[src/rtl/decode_pkg.sv]
// Shared constants and helpers for the instruction-decode stage.
package decode_pkg;

  localparam int REG_N  = 32;
  localparam int REG_AW = 5;

  localparam logic [5:0] OP_RTYPE = 6'h00;
  localparam logic [5:0] OP_J     = 6'h02;
  localparam logic [5:0] OP_JAL   = 6'h03;
  localparam logic [5:0] OP_ANDI  = 6'h0C;
  localparam logic [5:0] OP_ORI   = 6'h0D;
  localparam logic [5:0] OP_XORI  = 6'h0E;

  localparam logic [31:0] NOP_INSTR = 32'h0000_0000;

  // Logical immediates are zero-extended; every other opcode sign-extends.
  function automatic logic uses_zero_ext(input logic [5:0] op);
    return (op == OP_ANDI) || (op == OP_ORI) || (op == OP_XORI);
  endfunction

endpackage

[src/rtl/decode_stage_if.sv]
// Bus between fetch/writeback and the decode stage.
// The master drives the fetched word, pipeline control and the writeback port;
// the slave (decode_stage) returns the decoded fields and operands.
interface decode_stage_if #(parameter int DATA_W = 32);

  logic [31:0]       instr_in;
  logic [3:0]        pc_upper_in;
  logic              stall;
  logic              flush;
  logic              wb_we;
  logic [4:0]        wb_addr;
  logic [DATA_W-1:0] wb_data;

  logic              valid;
  logic [5:0]        opcode;
  logic [4:0]        rs;
  logic [4:0]        rt;
  logic [4:0]        rd;
  logic [4:0]        shamt;
  logic [5:0]        funct;
  logic [DATA_W-1:0] rs_data;
  logic [DATA_W-1:0] rt_data;
  logic [31:0]       imm_ext;
  logic [31:0]       jump_target;

  modport master (
    output instr_in, pc_upper_in, stall, flush, wb_we, wb_addr, wb_data,
    input  valid, opcode, rs, rt, rd, shamt, funct,
           rs_data, rt_data, imm_ext, jump_target
  );

  modport slave (
    input  instr_in, pc_upper_in, stall, flush, wb_we, wb_addr, wb_data,
    output valid, opcode, rs, rt, rd, shamt, funct,
           rs_data, rt_data, imm_ext, jump_target
  );

endinterface

[src/rtl/decode_stage_reg_file.sv]
// Architectural register file: two combinational read ports with write-through
// bypass, one synchronous write port, register 0 hard-wired to zero.
module reg_file
  import decode_pkg::*;
#(
  parameter int DATA_W = 32,
  parameter int REG_N  = 32
) (
  input  logic              clk,
  input  logic              reset,
  input  logic [REG_AW-1:0] rs_addr,
  input  logic [REG_AW-1:0] rt_addr,
  input  logic              wr_en,
  input  logic [REG_AW-1:0] wr_addr,
  input  logic [DATA_W-1:0] wr_data,
  output logic [DATA_W-1:0] rs_data,
  output logic [DATA_W-1:0] rt_data
);

  logic [DATA_W-1:0] regs [REG_N];

  // Clear everything on reset (a coincident write is dropped); never write $0.
  always_ff @(posedge clk) begin
    if (reset) begin
      for (int i = 0; i < REG_N; i++) begin
        regs[i] <= '0;
      end
    end else if (wr_en && (wr_addr != '0)) begin
      regs[wr_addr] <= wr_data;
    end
  end

  // rs read: $0 is zero, a same-cycle write to rs is forwarded ahead of the array.
  always_comb begin
    rs_data = '0;
    if (rs_addr != '0) begin
      if (wr_en && (wr_addr == rs_addr)) begin
        rs_data = wr_data;
      end else begin
        rs_data = regs[rs_addr];
      end
    end
  end

  // rt read: same forwarding rule as rs.
  always_comb begin
    rt_data = '0;
    if (rt_addr != '0) begin
      if (wr_en && (wr_addr == rt_addr)) begin
        rt_data = wr_data;
      end else begin
        rt_data = regs[rt_addr];
      end
    end
  end

endmodule

[src/rtl/decode_stage.sv]
// Decode stage: IF/ID pipeline register with flush/stall, field split,
// operand read, immediate extension and jump-target formation.
module decode_stage
  import decode_pkg::*;
#(
  parameter int DATA_W = 32,
  parameter int REG_N  = 32
) (
  input  logic           reloj,
  input  logic           reset,
  decode_stage_if.slave  bus
);

  logic [31:0] instr_q;
  logic [3:0]  pcu_q;
  logic        valid_q;

  // IF/ID register: reset and flush insert a bubble, stall holds, else load.
  always_ff @(posedge reloj) begin
    if (reset || bus.flush) begin
      instr_q <= NOP_INSTR;
      pcu_q   <= '0;
      valid_q <= 1'b0;
    end else if (!bus.stall) begin
      instr_q <= bus.instr_in;
      pcu_q   <= bus.pc_upper_in;
      valid_q <= 1'b1;
    end
  end

  assign bus.valid  = valid_q;
  assign bus.opcode = instr_q[31:26];
  assign bus.rs     = instr_q[25:21];
  assign bus.rt     = instr_q[20:16];
  assign bus.rd     = instr_q[15:11];
  assign bus.shamt  = instr_q[10:6];
  assign bus.funct  = instr_q[5:0];

  // Immediate extension selected by opcode; jump target formed unconditionally.
  always_comb begin
    bus.imm_ext = {{16{instr_q[15]}}, instr_q[15:0]};
    if (uses_zero_ext(instr_q[31:26])) begin
      bus.imm_ext = {16'h0000, instr_q[15:0]};
    end
    bus.jump_target = {pcu_q, instr_q[25:0], 2'b00};
  end

  reg_file #(
    .DATA_W (DATA_W),
    .REG_N  (REG_N)
  ) u_reg_file (
    .clk     (reloj),
    .reset   (reset),
    .rs_addr (instr_q[25:21]),
    .rt_addr (instr_q[20:16]),
    .wr_en   (bus.wb_we),
    .wr_addr (bus.wb_addr),
    .wr_data (bus.wb_data),
    .rs_data (bus.rs_data),
    .rt_data (bus.rt_data)
  );

endmodule

[src/flat_wrapper.sv]
// flat-port wrapper written by rule: the top's interface ports become plain ports
module decode_stage_flat import decode_pkg::*;
#(
  parameter int DATA_W = 32,
  parameter int REG_N  = 32
)
  (reloj, reset, bus_instr_in, bus_pc_upper_in, bus_stall, bus_flush, bus_wb_we, bus_wb_addr, bus_wb_data, bus_valid, bus_opcode, bus_rs, bus_rt, bus_rd, bus_shamt, bus_funct, bus_rs_data, bus_rt_data, bus_imm_ext, bus_jump_target);
  decode_stage_if #(.DATA_W(DATA_W)) bus_i ();
  input  logic reloj;
  input  logic reset;
  input wire logic [$bits(bus_i.instr_in)-1:0] bus_instr_in;
  input wire logic [$bits(bus_i.pc_upper_in)-1:0] bus_pc_upper_in;
  input wire logic [$bits(bus_i.stall)-1:0] bus_stall;
  input wire logic [$bits(bus_i.flush)-1:0] bus_flush;
  input wire logic [$bits(bus_i.wb_we)-1:0] bus_wb_we;
  input wire logic [$bits(bus_i.wb_addr)-1:0] bus_wb_addr;
  input wire logic [$bits(bus_i.wb_data)-1:0] bus_wb_data;
  output wire logic [$bits(bus_i.valid)-1:0] bus_valid;
  output wire logic [$bits(bus_i.opcode)-1:0] bus_opcode;
  output wire logic [$bits(bus_i.rs)-1:0] bus_rs;
  output wire logic [$bits(bus_i.rt)-1:0] bus_rt;
  output wire logic [$bits(bus_i.rd)-1:0] bus_rd;
  output wire logic [$bits(bus_i.shamt)-1:0] bus_shamt;
  output wire logic [$bits(bus_i.funct)-1:0] bus_funct;
  output wire logic [$bits(bus_i.rs_data)-1:0] bus_rs_data;
  output wire logic [$bits(bus_i.rt_data)-1:0] bus_rt_data;
  output wire logic [$bits(bus_i.imm_ext)-1:0] bus_imm_ext;
  output wire logic [$bits(bus_i.jump_target)-1:0] bus_jump_target;
  assign bus_i.instr_in = bus_instr_in;
  assign bus_i.pc_upper_in = bus_pc_upper_in;
  assign bus_i.stall = bus_stall;
  assign bus_i.flush = bus_flush;
  assign bus_i.wb_we = bus_wb_we;
  assign bus_i.wb_addr = bus_wb_addr;
  assign bus_i.wb_data = bus_wb_data;
  assign bus_valid = bus_i.valid;
  assign bus_opcode = bus_i.opcode;
  assign bus_rs = bus_i.rs;
  assign bus_rt = bus_i.rt;
  assign bus_rd = bus_i.rd;
  assign bus_shamt = bus_i.shamt;
  assign bus_funct = bus_i.funct;
  assign bus_rs_data = bus_i.rs_data;
  assign bus_rt_data = bus_i.rt_data;
  assign bus_imm_ext = bus_i.imm_ext;
  assign bus_jump_target = bus_i.jump_target;
  decode_stage #(.DATA_W(DATA_W), .REG_N(REG_N)) u_core (.reloj(reloj), .reset(reset), .bus(bus_i));
endmodule
[config.mk]
export PLATFORM = sky130hd
export DESIGN_NAME = decode_stage_flat
export DESIGN_NICKNAME = d
export VERILOG_FILES = /design/src/rtl/decode_pkg.sv /design/src/rtl/decode_stage_if.sv /design/src/rtl/decode_stage_reg_file.sv /design/src/rtl/decode_stage.sv /design/src/flat_wrapper.sv
export SDC_FILE = /design/constraint.sdc
export NUM_CORES = 2
export LEC_CHECK = 0
export CAP_MARGIN = 20
export CORE_MARGIN = 5
export CORE_UTILIZATION = 50
export CTS_CLUSTER_DIAMETER = 50
export DETAILED_ROUTE_END_ITERATION = 16
export MAX_ROUTING_LAYER = met4
export PLACE_DENSITY_LB_ADDON = 0.15
export SYNTH_ARGS = -nofsm -noshare
export SYNTH_HDL_FRONTEND = slang
export SYNTH_HIERARCHICAL = 1
export SYNTH_SLANG_ARGS = --single-unit
[constraint.sdc]
create_clock -name reloj -period 2.3 [get_ports reloj]
set_input_delay 0.23 -clock reloj [delete_from_list [all_inputs] [get_ports reloj]]
set_output_delay 0.23 -clock reloj [all_outputs]
set_load 0.05 [all_outputs]
==> summary.txt <==
Drt
  • WL per Instance: 34.1 um
  • Initial detailed-routing violation count: 5659
  • Met2 wire length: 96800 um
  • DR pass1 iterations: 5
  • Antenna-violating nets left: 0
  • M1 WL: 79400 um
  • DR top layer: met4
  • DRC viols: 0
  • Met3 WL: 24100 um
  • Vias per cell: 6.50
  • Via count: 40600
  • Final WL: 213000 um

Clock tree
  • Clock tree sinks: 1061
  • Clock root cell: clkbuf_16
  • TritonCTS clock tree: built
  • H-tree levels: 4
  • Clock Latency Late Sink: 0.73 ns
  • Clock transition at path regs: 0.06 ns
  • Clock buffer count from CTS: 130
  • CTS Buffer Depth: 3

Timing
  • Fin crit period: 3.38 ns
  • Final period utilization: 147%
  • Slew @ Worst Pin: 0.933 ns
  • Final hold viol count: 0
  • Worst Clk Skew: 0 ns
  • Fmax: 296 MHz
  • Final worst setup slack: -1.08 ns
  • RSZ-0062 raised after global routing: yes
  • Final Setup Violations: 64
  • Worst-case hold slack: 0.102 ns
  • Max Slew Vio Count: 0
  • Worst slew margin: 37.6%

Setup path
  • Worst EP arrival: 3.15 ns
  • Max stage delay on crit path: 0.54 ns
  • CP cell instances: buf_12 > buf_4 > mux4_2 > a22oi_1 > buf_4 > a21oi_1 > a221o_2 > buf_12
  • Critical Path Start: u_core/instr_q[16]
  • Req. time, crit path: 2.07 ns
  • Crit path buf inv count: 4
  • CP Capture Type: output port
  • Worst r2r src: u_core/instr_q[16]
  • CP Launch Type: flop
  • Critical path peak fanout: 12
  • CP delay by family, top: buffers and inverters
  • Crit-path slowest cell: mux4_2
  • Critical path class: reg2out

Layout
  • Fillers: 8058
  • Share of layout cells above drive strength 1: 36.7%
  • NumNets Final: 4710
  • Area Overhead vs Synth: 28.8%
  • Area of the multi-input gates: 0.0244 sq mm
  • Reg area: 0.0315 sq mm
  • Finished Layout Cells: 6239
  • Fin util: 65.0%

Floorplanning
  • CORE AREA: 0.113 sq mm
  • Starting Density: 50.4%
  • DIE WIDTH: 347 um
  • Row count: 123
  • I/O pin cnt: 239
  • Total die area: 0.121 sq mm
  • Die H: 347 um

Yosys
  • Post-synth top cells: edfxtp_1 (1024), and2_1 (994), mux4_2 (375)
  • Cell area after synthesis: 0.0569 sq mm
  • EDFF count, synth: 1024
  • Cells after Synth: 3986
  • Ys async rst share: 0%
  • Yosys warns: 6
  • Flops & latches, synth: 1061
  • Ys flop type: edfxtp_1
  • Synthesized area per cell: 14.3 sq um
  • Synth top area share: 54.1%
  • Count leader, synth: edfxtp_1
  • Seq/Total Area, Yosys: 55.4%
  • Leading area contributor after synthesis: edfxtp_1
  • Synth unique cells: 56
  • Largest cells by area after synthesis: edfxtp_1 (54%), mux4_2 (15%), and2_1 (11%)

Run
  • MaxCap Viol Count: 0

Global routing
  • Wire length of the first global-routing pass: 297000 um
  • Initial antenna violation count: 12
  • Global route total overflow: 0
  • Total Routing Usage GR: 35.6%
  • Largest net degree at the start of global routing: 43
  • Vias in the first global route: 40400

Placement
  • Number of I/O port buffers: 236
  • Post-placement cell count: 5893
  • RePlAce Congestion: 0.962
  • Final HPWL DP: 144000 um

Worst hold path
  • Hold WC Path Type: in2reg
  • Hold_sp: bus_instr_in[13]

Power and ir drop
  • Power per cell area: 695 mW/mm^2
  • Leakage: 25.7 nW
  • Worst IR Drop VDD: 0.726 mV

Status
  • Status: complete, but fails checks
  • Failing checks: setup timing
-- layout make-up --
cell class                      instances  area share, %
Multi-Input combinational cell       2474           33.4
Antenna cell                            5         0.0171
Sequential cell                      1061           43.0
Clock buffer                          158           4.84
Inverter                                4         0.0205
Clock inverter                         76           1.10
Tap cell                             1500           2.56
Timing Repair Buffer                  961           15.1
-- worst min-delay path: stages --
cell and delay [ns]:
clkdlybuf4s50_1 0.39, mux2i_1 0.12, nor2_1 0.05
-- through the flow --
step           total power [W]  setup slack [ns]  setup TNS (ns)  area [sq um]
6_report                0.0509             -1.08          -62.52         73300
5_1_grt                 0.0522             -1.16          -66.57         73300
2_1_floorplan           0.0264            -0.152          -0.794         57300
3_5_place_dp            0.0297            -0.411          -62.35         66100
4_1_cts                 0.0508             -1.07          -63.81         72400
3_3_place_gp            0.0295            -0.425          -58.49         66100
-- final timing paths --
kind | end | slack (ns) | cells past startpoint
worst max-delay path | bus_rt_data[9] | -1.08 | 8
worst min register to register | u_core/bus.valid | 0.46 | 2
worst max register to register | u_core/instr_q[16] | 0.73 | 5
worst min-delay path | u_core/instr_q[13] | 0.10 | 3
-- registers in the layout (all words and copies together), names as in the netlist --
name / flops
u_core/bus.valid: 1
u_core/instr_q: 32
u_core/pcu_q: 4
u_core/u_reg_file/regs: 1024
-- cells in the final DEF (no fill, tap or decap), types with 37 or more instances in the layout --
cell             Yosys  final
clkdlybuf4s50_1      0    134
a21oi_1             65     39
a22oi_1            107     72
buf_12               0    223
clkbuf_16            0    142
buf_6               34     48
nor2_1              85     50
buf_4               90    509
mux4_2             375    375
nand2_1             65     45
o221ai_1            38     37
and2_1             994    993
edfxtp_1          1024   1024
mux2i_1            366    348
-- metal layers --
layer	up-vias	GRT usage (%)
met2	2792	53.4
met3	586	7.93
met4	0	16.9
met5	-	-
met1	20700	46.4
li1	16500	-
-- where the power goes --
part           switching (W)  leakage [nW]  internal (W)  total (W)
clock                0.00831          2.12        0.0126     0.0209
combinational        0.00407          13.5       0.00312    0.00719
sequential          0.000584          10.1        0.0222     0.0228
-- repair_timing --
item | in CTS | in global routing
cloned | 15 | 3
buffers inserted | 48 | 50
hold buffers | 1 | 0
hold endpoints to repair | 12 | 0
pin swaps | 68 | 76
resized for setup | 288 | 140
setup endpoints to repair | 83 | 66
-- cell families (layout without fill, tap and decap cells) --
kind of cell    after synthesis  count (layout)  share of synthesized area, %
compound gates              459             459                          5.86
simple gates               1223            1224                          12.8
buf+inv                     484            1199                          4.36
flops                      1061            1061                          55.4
mux                         747             747                          21.4
other cells                   2              39                        0.0132
xor+xnor                     10              10                         0.154
Note: power is estimated with default switching activity, not from simulation.
